## src/rtl/seq_det_10010.sv

```systemverilog
// seq_det_10010 -- serial "10010" sequence detector.
// MOORE selects Moore (6 states, registered-state output) or Mealy (5 states)
// style; OVERLAP selects whether the matched suffix is reused after a detect.
// Define SEQ_DET_COUNT_EN to add the CNT_W parameter and the saturating
// detection counter on port count.
module seq_det_10010 #(
   parameter bit MOORE   = 1'b1,
   parameter bit OVERLAP = 1'b1
`ifdef SEQ_DET_COUNT_EN
   ,
   parameter int unsigned CNT_W = 8
`endif
) (
   input  logic             clk,
   input  logic             rst,
   input  logic             j,
   output logic             w
`ifdef SEQ_DET_COUNT_EN
   ,
   output logic [CNT_W-1:0] count
`endif
);

   // Each state is named after the longest prefix of "10010" matched so far.
   typedef enum logic [2:0] {
      S0 = 3'd0,
      S1 = 3'd1,
      S2 = 3'd2,
      S3 = 3'd3,
      S4 = 3'd4,
      S5 = 3'd5
   } state_t;

   state_t state_q, state_d;

   // State register; reset is asynchronous and discards any partial match.
   always_ff @(posedge clk or negedge rst) begin
      if (!rst) state_q <= S0;
      else      state_q <= state_d;
   end

   // Next-state decode; unreachable codes fall back to S0.
   always_comb begin
      state_d = S0;
      case (state_q)
         S0: state_d = j ? S1 : S0;
         S1: state_d = j ? S1 : S2;
         S2: state_d = j ? S1 : S3;
         S3: state_d = j ? S4 : S0;
         S4: begin
            if (j)          state_d = S1;
            else if (MOORE) state_d = S5;
            else            state_d = OVERLAP ? S2 : S0;
         end
         // S5 only exists in Moore; with overlap it acts as "10" for the next bit.
         S5: begin
            if (!MOORE) state_d = S0;
            else if (j) state_d = S1;
            else        state_d = OVERLAP ? S3 : S0;
         end
         default: state_d = S0;
      endcase
   end

   // Detect flag: Moore decodes state only, Mealy also looks at the live input.
   always_comb begin
      w = 1'b0;
      if (MOORE) w = (state_q == S5);
      else       w = (state_q == S4) && !j;
   end

`ifdef SEQ_DET_COUNT_EN
   logic             det_commit;
   logic [CNT_W-1:0] count_q;

   // A detect is committed on the edge that completes the sequence.
   always_comb begin
      det_commit = 1'b0;
      if (MOORE) det_commit = (state_d == S5);
      else       det_commit = (state_q == S4) && !j;
   end

   // Saturating detection counter; holds at all-ones instead of wrapping.
   always_ff @(posedge clk or negedge rst) begin
      if (!rst)                               count_q <= '0;
      else if (det_commit && (count_q != '1)) count_q <= count_q + CNT_W'(1);
   end

   assign count = count_q;
`endif

endmodule

```

## config.mk

```make
export PLATFORM = sky130hd
export DESIGN_NAME = seq_det_10010
export DESIGN_NICKNAME = d
export VERILOG_FILES = /design/src/rtl/seq_det_10010.sv
export SDC_FILE = /design/constraint.sdc
export NUM_CORES = 1
export LEC_CHECK = 0
export BUFFER_PORTS_ARGS = -buffer_cell sky130_fd_sc_hd__buf_4
export CORE_AREA = 3 3 40 42
export CTS_CLUSTER_DIAMETER = 100
export CTS_CLUSTER_SIZE = 24
export DETAILED_ROUTE_END_ITERATION = 8
export DIE_AREA = 0 0 43 45
export GPL_TIMING_DRIVEN = 0
export RECOVER_POWER = 50
export SYNTH_ARGS = -nofsm -noshare
export SYNTH_HDL_FRONTEND = slang
export SYNTH_SLANG_ARGS = --single-unit
export TNS_END_PERCENT = 30
```

## constraint.sdc

```tcl
create_clock -name clk -period 1.1 [get_ports clk]
set_input_delay 0.22 -clock clk [delete_from_list [all_inputs] [get_ports clk]]
set_output_delay 0.22 -clock clk [all_outputs]
set_load 0.02 [all_outputs]
```

# [After elaboration in Yosys (flattened, before gate mapping)]
# Cells that the tools add are included.
[totals] ff_bits=3 in_bits=3 out_inout_bits=1 wordCells=14
[op_classes] n_eq_ne=5 muxes=6 n_reduce_logical=2
[op_table] cell="3-bit case mux with 5 select lines" count=1
[op_table] cell="3-bit by 2-bit equality test with 1-bit output (second input constant)" count=2
[op_table] cell="3-bit equality test (second input constant)" count=2
[op_table] cell="3-bit 2-to-1 mux" count=2
[op_table] cell="2-bit 2-to-1 mux" count=2
[op_table] cell="3-bit by 1-bit equality test with 1-bit output (second input constant)" count=1
[op_table] cell="3-bit zero test" count=1
[op_table] cell="2-bit OR reduction" count=1
[op_table] cell="1-bit 2-to-1 mux" count=1

# [Logic depth before layout (Yosys ltp)]
# Gate-level depths: netlist (run 1).
[depth] ltp_word=3 mapped_depth=2 mapped_depth_nobuf=2

# [Least setup slack after synthesis (run 1)]
# Ideal clock, no wire load.
[synth_timing] path_type="register -> output" from="register state_q[1]" to="output port w" arrival_time_ps=815 t_required_ps=880 setup_slack_ps=65 path_stages_with_launch=3 path_buffers=0 cell_sequence="dfrtp_1 > nand2b_1 > nor2_1"
[synth_between] elab_chain_len=1
[synth_rtl] element="start, declared" line_no="34" text="state_t state_q, state_d;"
[synth_rtl] element="start signal, assigned" line_no="39" text="else state_q <= state_d;"
[synth_rtl] element="3-bit equality test" line_no="68" text="if (MOORE) w = (state_q == S5);"
[synth_rtl] element="end, declared" line_no="17" text="output logic w"
# Every way passes these cells.

# [Worst setup path after layout (run 1)]
# Same ends and word-level chain as after synthesis.

==> flow_summary_export.csv, run 1 <==
group,metric,value,unit
timing,finalCriticalPeriod,1.171,ns
global_route,grt_first_pass_wirelength,531,um
place,numPortBuffers,3,
detailed_routing,ant_nets,0,
detailed_routing,via_count,135,
synth,synth_area,137.6,um2
cts,numCtsBuffers,3,
power_and_ir_drop,max-vdd-ir-drop,0.2825,mV
layout,fill_cells,150,
floorplanning,die_y,45,um
timing,slew-limit-headroom,0.8397,
layout,largest-register,"state_q",
detailed_routing,drcViolationCount,0,
worst_setup_path,cp_slowest_cell,"dfrtp_1",
detailed_routing,wl,325,um
layout,largestRegisters,"state_q: 3 flops",
detailed_routing,drt_iter0_drc,0,
floorplanning,die_w,43,um
synth,synth_cells,13,
synth,synth_top_cell_area_share,0.5455,
global_route,grt-ovfl-total,0,
cts,clk_pin_slew,0.04,ns
cts,cts_buffer_depth,2,
min_path,hold_depth,2,
timing,fmax,853.8,MHz
floorplanning,core,1285,um2
timing,final-max-slew-violation-count,0,
cts,clock-sinks,3,
layout,layout_common_cells,"buf_4 (4), clkbuf_4 (3), dfrtp_1 (3), clkbuf_1 (2)",
synth,ys_seq_elements,3,
floorplanning,ioPinCount,4,
cts,h-tree-depth,1,
cts,clockRootBuffer,"clkbuf_4",
layout,fin_nets,28,
timing,rsz0062_at_grt,"yes",
synth,syn_area_per_cell,10.59,um2
worst_setup_path,crit_buf_inv,1,
cts,cts_tree,"built",
place,dp_hpwl,197.6,um
synth,synth_warnings,0,
synth,seq_area_frac_synth,0.5455,
synth,synth_area_leaders,"dfrtp_1 (55%), nand2b_1 (9.1%), a21oi_2 (6.4%)",
timing,fin_tns_setup,-0.1236,ns
layout,final_common_cell,"buf_4",
timing,skew,0.00007395,ns
synth,synth_nets,16,
detailed_routing,dr.pass1.iters,1,
worst_setup_path,crit_family,"flip-flops",
timing,period_share,1.065,
worst_setup_path,setup.worst_path.end_class,"output port",
global_route,grt_use_total,0.04674,
worst_setup_path,cp_data_arrival_time,0.95,ns
synth,synth_xor_area_frac,0,
synth,synth_fa_ha_area_frac,0,
layout,antenna_cells,0,
worst_setup_path,critPathLaunchType,"flip-flop",
worst_setup_path,critPathKind,"reg2out",
job,cap_violations,0,
floorplanning,start_util,0.1071,
layout,largest_reg_flops,3,
worst_setup_path,worstPathCellList,"nand2b_4 -> nor2_4 -> buf_6",
synth,synth_top_family_by_area,"simple AND/OR/NAND/NOR gates",
power_and_ir_drop,leakagePower,0.1096,nW
synth,muxShareOfSynthArea,0,
timing,setup_violations,2,
power_and_ir_drop,power,0.0004843,W
layout,area_delta_synth_final,83.64,%
global_route,antenna_found_initial,0,
run_status,violations,"negative setup slack",
worst_setup_path,cpPeakStageDelay,0.37,ns
timing,hold_violations,0,
synth,synth-simple-area-share,0.2727,
detailed_routing,wl_per_cell,8.333,um
worst_setup_path,reg2reg_depth,4,
power_and_ir_drop,powerDensity,1916,nW/um2
cts,clkLatencyLatePin,0.23,ns
min_path,hold_path.class,"in2reg",
worst_setup_path,worst-path-stages,3,
synth,synth_compound_area_frac,0.1545,
place,gp_congestion,0.6749,
detailed_routing,via_per_inst,3.462,
timing,fin_ws,-0.07126,ns
worst_setup_path,crit_fanout,2,
global_route,grt_max_degree,6,
run_status,outcome,"finished with violations",
floorplanning,die-area,1935,um2
synth,ys_types,9,
global_route,grt_pass1_vias,152,
synth,yosys.area.top_type,"dfrtp_1",
worst_setup_path,required,0.88,ns
layout,drive_gt1_frac,0.4583,
floorplanning,rows,13,
timing,tightestPinTransition,0.2384,ns
## area by class of cell
class	instances	area [um2]	area share
tap	15	18.77	0.07426
inverter	1	3.754	0.01485
clock buffer	4	26.28	0.1040
multi-input combinational	9	73.82	0.2921
timing repair buffer	7	55.05	0.2178
sequential	3	75.07	0.2970
## cells in the mapped netlist
| cell | instances |
|---|---|
| dfrtp_1 | 3 |
| nand2b_1 | 2 |
| nor2_1 | 2 |
| a21oi_2 | 1 |
| inv_1 | 1 |
| nand4b_1 | 1 |
| o21ai_0 | 1 |
| o31ai_1 | 1 |
| or3b_1 | 1 |
## routing by layer
layer	wire [um]	up-vias	GRT usage
met5	0	-	0
met1	98	62	0.02670
met3	14	2	0.02390
met4	15	0	0.09036
li1	-	67	-
met2	196	4	0.07186
## through the flow
stage                     worst slack [ns]    util  cells  cell area, um2  hold slack, ns
after floorplan                    0.06504       -     13           137.6        -0.07559
after global placement             0.08209  0.1392     31           178.9        0.008709
after detailed placement           0.06011  0.1392     31           178.9         0.01017
after CTS                          -0.1002  0.1792     37           230.2          0.1532
after global routing               -0.1169  0.1967     39           252.7          0.1578
final                             -0.07126  0.1967     39           252.7          0.1624
## logic make-up (layout without fill, tap and decap cells)
kind of cell           after synthesis  after routing
AND/OR/NAND/NOR                      6              6
flip-flops                           3              3
buffers and inverters                1             12
AO/OA/AOI/OAI                        3              3
## worst paths after layout
path / start / end / slack (ns)
hold / removal: j / state_q[1] / 0.16
setup reg to reg: state_q[1] / state_q[1] / -0.05
min in group asynchronous: rst / state_q[1] / 0.32
setup / recovery: state_q[1] / w / -0.07
hold reg to reg: state_q[0] / state_q[2] / 0.52
max in group asynchronous: rst / state_q[0] / 0.63
## power by group
group          internal, W  switching (W)  total, W  leakage (nW)
registers         0.000135      0.0000214  0.000156        0.0385
clock network     0.000136      0.0000573  0.000193        0.0150
logic            0.0000784      0.0000563  0.000135        0.0561
total             0.000349       0.000135  0.000484         0.110
## repair_timing
item                                   4_1_cts  5_1_grt
setup endpoints to repair                    1        1
hold buffers                                 1        0
gates resized for setup                      1        3
buffers inserted                             1        2
pin swaps                                    0        0
endpoints found under the hold margin        3        0
(Power assumes the default switching activity.)
==> run 2, diff against run 1 <==
GPL_TIMING_DRIVEN = unset   (was 0)
PLACE_DENSITY = 0.36   (was unset)
REMOVE_ABC_BUFFERS = 1   (was unset)
==> flow_summary_export.csv, run 2 (same netlist as run 1, synthesis figures left out) <==
group,metric,value,unit
floorplanning,core,1285,um2
layout,antenna_cells,0,
worst_setup_path,critPathLaunchType,"flip-flop",
global_route,grt-ovfl-total,0,
run_status,violations,"negative setup slack",
min_path,hold_path.class,"in2reg",
layout,largest_reg_flops,3,
layout,fin_nets,28,
global_route,grt_max_degree,6,
floorplanning,die_w,43,um
detailed_routing,drcViolationCount,0,
power_and_ir_drop,powerDensity,1867,nW/um2
place,gp_congestion,0.6327,
timing,fin_ws,-0.05969,ns
global_route,use_met2,0.07485,
worst_setup_path,setup.worst_path.end_class,"output port",
min_path,hold_depth,2,
timing,period_share,1.054,
global_route,grt_pass1_vias,146,
layout,final_cells,39,
cts,clkLatencyLatePin,0.23,ns
worst_setup_path,crit_fanout,2,
layout,area_delta_synth_final,83.64,%
cts,cts_tree,"built",
timing,slew-limit-headroom,0.8723,
worst_setup_path,reg2reg_depth,4,
detailed_routing,drt_iter0_drc,1,
timing,hold_violations,0,
layout,fin_util,0.1967,
floorplanning,start_util,0.1071,
floorplanning,die_y,45,um
global_route,antenna_found_initial,0,
cts,h-tree-depth,1,
floorplanning,rows,13,
worst_setup_path,r2r_slack,-0.02,ns
layout,largest-register,"state_q",
global_route,met1_usage,0.02913,
worst_setup_path,reg2reg_to,"state_q[1]",
global_route,top_usage_layer,"met2",
floorplanning,ioPinCount,4,
timing,tightestPinTransition,0.1899,ns
layout,layout_common_cells,"buf_4 (4), clkbuf_4 (3), dfrtp_1 (3), clkbuf_1 (2)",
worst_setup_path,cp_data_arrival_time,0.94,ns
floorplanning,die-area,1935,um2
detailed_routing,ant_nets,0,
timing,skew,0.003245,ns
timing,setup_violations,2,
place,dp_slack,0.06935,ns
place,dp_cells,31,
worst_setup_path,critPathKind,"reg2out",
min_path,min_from,"j",
timing,finalCriticalPeriod,1.160,ns
place,dp_hpwl,202.4,um
global_route,met3_usage,0.02390,
timing,fmax,862.3,MHz
run_status,outcome,"finished with violations",
detailed_routing,wl,332,um
timing,final-max-slew-violation-count,0,
layout,largestRegisters,"state_q: 3 flops",
cts,clk_pin_slew,0.03,ns
detailed_routing,via_count,134,
layout,drive_gt1_frac,0.4583,
cts,clockRootBuffer,"clkbuf_4",
detailed_routing,dr.pass1.iters,2,
worst_setup_path,r2r-start,"state_q[1]",
power_and_ir_drop,max-vdd-ir-drop,0.5342,mV
timing,rsz0062_at_grt,"yes",
cts,numCtsBuffers,3,
global_route,grt_use_total,0.04341,
place,numPortBuffers,3,
cts,cts_buffer_depth,2,
cts,clock-sinks,3,
layout,final_common_cell,"buf_4",
min_path,hold_end,"state_q[1]",
detailed_routing,via_per_inst,3.436,
worst_setup_path,required,0.88,ns
power_and_ir_drop,leakagePower,0.1090,nW
global_route,grt_first_pass_wirelength,538,um
job,cap_violations,0,
detailed_routing,wl_per_cell,8.513,um
-- run 2: cell counts in the layout (fill, tap and decap cells not counted) --
No cell type changed its count.
-- run 2: what timing repair did --
| action | in CTS | in global routing |
|---|---|---|
| cloned | 0 | 0 |
| gates resized for setup | 1 | 3 |
| buffers inserted | 1 | 2 |
| endpoints found under the hold margin | 3 | 0 |
| pin swaps | 0 | 0 |
| setup endpoints to repair | 1 | 2 |
| hold buffers | 1 | 0 |
-- run 2: layout make-up --
class | count | area (um2)
clock buffers | 4 | 26.28
fillers | 142 | 1032
inverters | 1 | 3.754
multi-input cells | 9 | 73.82
flip-flops and latches | 3 | 75.07
well taps | 15 | 18.77
repair buffers | 7 | 55.05
-- run 2: worst max-delay path by stage --
| stage | from | endpoint | slack, ns | cells past startpoint |
|---|---|---|---|---|
| after global routing | state_q[1] | w | -0.12 | 3 |
| after CTS | state_q[1] | w | -0.1 | 3 |
| after floorplan | state_q[1] | w | 0.07 | 2 |
| after global placement | state_q[0] | state_q[1] | 0.07 | 2 |
| final | state_q[1] | w | -0.06 | 3 |
| after detailed placement | state_q[0] | state_q[1] | 0.07 | 2 |
-- run 2: power by group --
group          internal [W]  switching, W  total [W]
logic             0.0000707     0.0000505   0.000121
registers          0.000135     0.0000240   0.000159
clock network      0.000136     0.0000561   0.000192
total              0.000341      0.000131   0.000472
-- run 2: worst max-delay path: stages, from the launching register on --
cell and delay [ns]:
dfrtp_1 0.36, nand2b_4 0.15, nor2_4 0.08, buf_6 0.11
-- run 2: metal layers --
metal | vias up | routed length (um) | share of wire
li1 | 67 | - | -
met5 | - | 0 | 0
met3 | 0 | 9 | 0.027
met4 | 0 | 0 | 0
met1 | 66 | 107 | 0.32
met2 | 1 | 214 | 0.64
-- run 2: through the flow --
stage                     area [um2]  power [W]  setup TNS [ns]  hold slack [ns]
after floorplan                137.6  0.0002026               0         -0.07559
after global placement         178.9  0.0002273               0          0.01027
after detailed placement       178.9  0.0002283               0          0.01246
after CTS                      230.2  0.0004591        -0.09919           0.1540
after global routing           252.7  0.0005086         -0.2478           0.1583
final                          252.7  0.0004720        -0.08064           0.1674
